[config.mk]
export PLATFORM = sky130hd
export DESIGN_NAME = pipe_stage_elastic
export DESIGN_NICKNAME = d
export VERILOG_FILES = /design/src/rtl/pipe_stage_elastic.sv
export SDC_FILE = /design/constraint.sdc
export NUM_CORES = 1
export LEC_CHECK = 0
export ABC_AREA = 0
export CORE_ASPECT_RATIO = 1.75
export CORE_MARGIN = 2
export CORE_UTILIZATION = 56
export CTS_BUF_LIST = sky130_fd_sc_hd__clkbuf_8
export DETAILED_ROUTE_END_ITERATION = 12
export PLACE_DENSITY = 0.88
export REMOVE_ABC_BUFFERS = 1
export SLEW_MARGIN = 20
export SYNTH_ARGS = -nofsm -noshare
export SYNTH_HDL_FRONTEND = slang
export SYNTH_SLANG_ARGS = --single-unit
[constraint.sdc]
create_clock -name clk -period 3.72 [get_ports clk]
set_clock_uncertainty 0.2 [all_clocks]
set_input_delay 0.744 -clock clk [delete_from_list [all_inputs] [get_ports clk]]
set_output_delay 0.744 -clock clk [all_outputs]
set_load 0.01 [all_outputs]
[src/rtl/pipe_stage_elastic.sv]
// Elastic pipeline stage: valid/ready register with a 2-entry skid buffer and a registered in_ready.
// Define PIPE_STAGE_PERF_EN to add the saturating stall_cnt / bubble_cnt performance counters.
module pipe_stage_elastic #(
    parameter int unsigned CTRL_W        = 12,
    parameter int unsigned PAYLOAD_W     = 175,
    parameter bit          CLEAR_PAYLOAD = 1'b1
) (
    input  logic                 clk,
    input  logic                 rst_n,
    input  logic                 flush,
    input  logic                 in_valid,
    output logic                 in_ready,
    input  logic [CTRL_W-1:0]    in_ctrl,
    input  logic [PAYLOAD_W-1:0] in_payload,
    output logic                 out_valid,
    input  logic                 out_ready,
    output logic [CTRL_W-1:0]    out_ctrl,
    output logic [PAYLOAD_W-1:0] out_payload
`ifdef PIPE_STAGE_PERF_EN
    ,
    output logic [31:0]          stall_cnt,
    output logic [31:0]          bubble_cnt
`endif
);

    logic                 m_v_q, m_v_d;
    logic [CTRL_W-1:0]    m_ctrl_q, m_ctrl_d;
    logic [PAYLOAD_W-1:0] m_pay_q, m_pay_d;
    logic                 s_v_q, s_v_d;
    logic [CTRL_W-1:0]    s_ctrl_q, s_ctrl_d;
    logic [PAYLOAD_W-1:0] s_pay_q, s_pay_d;
    logic                 xfer_in;

    assign xfer_in = in_valid & ~s_v_q;

    always_comb begin
        m_v_d    = m_v_q;
        m_ctrl_d = m_ctrl_q;
        m_pay_d  = m_pay_q;
        s_v_d    = s_v_q;
        s_ctrl_d = s_ctrl_q;
        s_pay_d  = s_pay_q;
        if (flush) begin
            m_v_d    = 1'b0;
            s_v_d    = 1'b0;
            m_ctrl_d = '0;
            s_ctrl_d = '0;
            if (CLEAR_PAYLOAD) begin
                m_pay_d = '0;
                s_pay_d = '0;
            end
        end else if (!m_v_q || out_ready) begin
            // Skid always drains first so ordering stays FIFO
            if (s_v_q) begin
                m_v_d    = 1'b1;
                m_ctrl_d = s_ctrl_q;
                m_pay_d  = s_pay_q;
                s_v_d    = 1'b0;
                s_ctrl_d = '0;
            end else if (xfer_in) begin
                m_v_d    = 1'b1;
                m_ctrl_d = in_ctrl;
                m_pay_d  = in_payload;
            end else begin
                m_v_d    = 1'b0;
                m_ctrl_d = '0;
            end
        end else if (xfer_in) begin
            s_v_d    = 1'b1;
            s_ctrl_d = in_ctrl;
            s_pay_d  = in_payload;
        end
    end

    always_ff @(posedge clk or negedge rst_n) begin
        if (!rst_n) begin
            m_v_q    <= 1'b0;
            m_ctrl_q <= '0;
            m_pay_q  <= '0;
            s_v_q    <= 1'b0;
            s_ctrl_q <= '0;
            s_pay_q  <= '0;
        end else begin
            m_v_q    <= m_v_d;
            m_ctrl_q <= m_ctrl_d;
            m_pay_q  <= m_pay_d;
            s_v_q    <= s_v_d;
            s_ctrl_q <= s_ctrl_d;
            s_pay_q  <= s_pay_d;
        end
    end

    // Ready comes straight from the skid flop: no combinational path from out_ready
    assign in_ready    = ~s_v_q;
    assign out_valid   = m_v_q;
    assign out_ctrl    = m_ctrl_q & {CTRL_W{m_v_q}};
    assign out_payload = m_pay_q;

`ifdef PIPE_STAGE_PERF_EN
    logic [31:0] stall_cnt_q, bubble_cnt_q;

    always_ff @(posedge clk or negedge rst_n) begin
        if (!rst_n) begin
            stall_cnt_q  <= '0;
            bubble_cnt_q <= '0;
        end else begin
            if (m_v_q && !out_ready && (stall_cnt_q != 32'hFFFF_FFFF)) begin
                stall_cnt_q <= stall_cnt_q + 32'd1;
            end
            if (!m_v_q && (bubble_cnt_q != 32'hFFFF_FFFF)) begin
                bubble_cnt_q <= bubble_cnt_q + 32'd1;
            end
        end
    end

    assign stall_cnt  = stall_cnt_q;
    assign bubble_cnt = bubble_cnt_q;
`endif

endmodule

==> metrics.yaml <==
outcome: "complete, no violations"
async_flop_share_pct: 100
syn_inst: 1681
die_area_sq_um: 31700
postLayoutCoreUtil_pct: 73.6
arrival_ns: 2.10
setup_slack_ns: 0.678
synth.distinct_cells: 25
muxShareOfSynthArea_pct: 10.3
timing_worst_setup_path_type: "register to output port"
wire_per_inst_microns: 20.9
synth_edf_count: 0
synth_fa_ha_area_share_pct: 0
cts_buffers: 53
die_h_microns: 234
clock-root-buffer: "clkbuf_8"
drv_slew: 0
htree_levels: 2
drtPass1Iterations: 6
cts_tree: "yes"
grt_start_max_net_pins: 116
use_met3_pct: 6.40
max_freq_mhz: 329
synth_seq_area_share_pct: 55.6
final_common_cell: "clkdlybuf4s50_1"
post_cts_buffers: 0
antenna_found_initial: 11
place_congestion: 0.833
cts_sinks: 376
yosysWarnings: 0
grt_pass1_wl_mm: 78.5
hold_violations: 0
path_clk_slew_ns: 0.06
ir_drop_uv: 325
num_vias: 14600
core_area_sq_um: 30000
hpwl_mm: 31.3
grt_setup_unrepaired: "no"
power_density_nw_per_um2: 422
grt_use_total_pct: 31.3
worstSkewPairLatency_ns: 0.60
route.detailed.drc: 0
busiest_layer: "met2"
ys_ff_latch: 376
num_rows: 84
start_kind: "register"
dp_slack_ns: 0.680
syn_area_per_cell_sq_um: 10.1
grt_use_met2_pct: 52.1
use_met1_pct: 37.0
synthSimpleGateAreaFrac_pct: 9.70
synth_xor_area_share_pct: 0
ys.flop_type: "dfrtp_1"
grt_pass1_vias: 14800
reg2reg_depth: 3
cts_hold_buf: 1
ant_nets: 0
synth-compound-area-share_pct: 19.7
maxSlewHeadroom_pct: 30.2
synth_top_area_share_pct: 55.6
gr-total-overflow: 0
setup_viol: 0
io_pins: 381
endpoint_kind: "output port"
netlist_area_sq_um: 16900
p_leak_nw: 8.75
route.final.wire_length_mm: 50.3
maxCapViolCount: 0
min_period_ns: 3.04
yosys-top-cells-area: "dfrtp_1 (56%), a21oi_1 (10%), mux2i_1 (10%)"
cp.required_ns: 2.78
max_slew.worst_pin.slew_ns: 1.05
min_period_over_period_pct: 81.8
placed_area_sq_um: 20900
crit_fanout: 17
drtIter0Drc: 1214
die_w_microns: 135
start_util_pct: 56.5
total_power_mw: 9.29
hold_depth: 1
clockBufferDepth: 3
yosysTopAreaCell: "dfrtp_1"
place_inst: 2307
io_buffers: 380
fin_area_sq_um: 22000
hold_path.class: "register to register"
layout-drive-gt1-share_pct: 5.46
final_nets: 2168
vias_per_cell: 6.08
r2r_slack_ns: 1.21
final_cell_mix: "clkdlybuf4s50_1 (378), dfrtp_1 (375), a21oi_1 (351)"
post_cts_resized: 0
fill_cells: 2059
synth_top_family_by_area: "compound AO/OA/AOI/OAI gates"
syn_to_final_growth_pct: 30.2
fin_cells: 2408
-- critical path, stage by stage, from the launching register on --
cell and delay, ns:
dfrtp_1 0.71, and2_1 0.25, clkdlybuf4s50_1 0.54
-- layout make-up --
cell class	instances	area [sq um]	share of cell area (%)
sequential	376	9410	42.7
multi-input combinational	1135	6760	30.7
timing repair buffer	409	4230	19.2
clock buffer	69	950	4.31
tap	387	484	2.20
clock inverter	23	168	0.761
antenna	8	20.0	0.0909
inverter	1	3.75	0.0170
-- registers in the layout, indices dropped and copies added (netlist names) --
signal / cells
out_payload: 175
s_pay_q: 175
m_ctrl_q: 12
s_ctrl_q: 12
out_valid: 1
s_v_q: 1
-- metrics by stage --
stage | TNS [ns] | hold WS, ns
2_1_floorplan | -2747.56 | 0.248
3_5_place_dp | 0 | 0.267
3_3_place_gp | 0 | 0.265
4_1_cts | 0 | 0.286
6_report | 0 | 0.281
5_1_grt | 0 | 0.305
-- synthesized netlist by cell type (12+ instances only) --
| master | count |
|---|---|
| a21oi_1 | 351 |
| nand2b_1 | 14 |
| nand4b_1 | 12 |
| a22oi_1 | 12 |
| mux2i_1 | 175 |
| clkbuf_1 | 84 |
| and2_1 | 12 |
| o2bb2ai_1 | 12 |
| nand2_1 | 350 |
| a211oi_1 | 175 |
| dfrtp_1 | 376 |
| buf_4 | 19 |
| buf_2 | 64 |
-- logic make-up after synthesis --
logic type / after synthesis
compound gates: 563
simple gates: 397
flops: 376
mux: 175
buf+inv: 170
-- power breakdown --
group          total (mW)  switching (mW)  leakage [nW]  internal (mW)
combinational        1.45           0.753          3.05          0.700
sequential           4.44           0.142          5.06           4.30
clock                3.40            1.54         0.642           1.86
-- routing by layer --
metal / wire length (microns) / vias to the layer above
li1: - / 6529
met1: 17800 / 7209
met2: 25600 / 721
met3: 3610 / 182
met4: 3270 / 8
met5: 52 / -
-- path summary, 6_finish.rpt --
kind | from | to
max reg2reg | s_v_q | out_payload[101]
min | m_ctrl_q[10] | m_ctrl_q[10]
min in group asynchronous | rst_n | out_payload[136]
max in group asynchronous | rst_n | out_payload[131]
min reg2reg | m_ctrl_q[10] | m_ctrl_q[10]
max | out_valid | out_ctrl[10]
No activity file was read; power rests on OpenSTA's default activity.
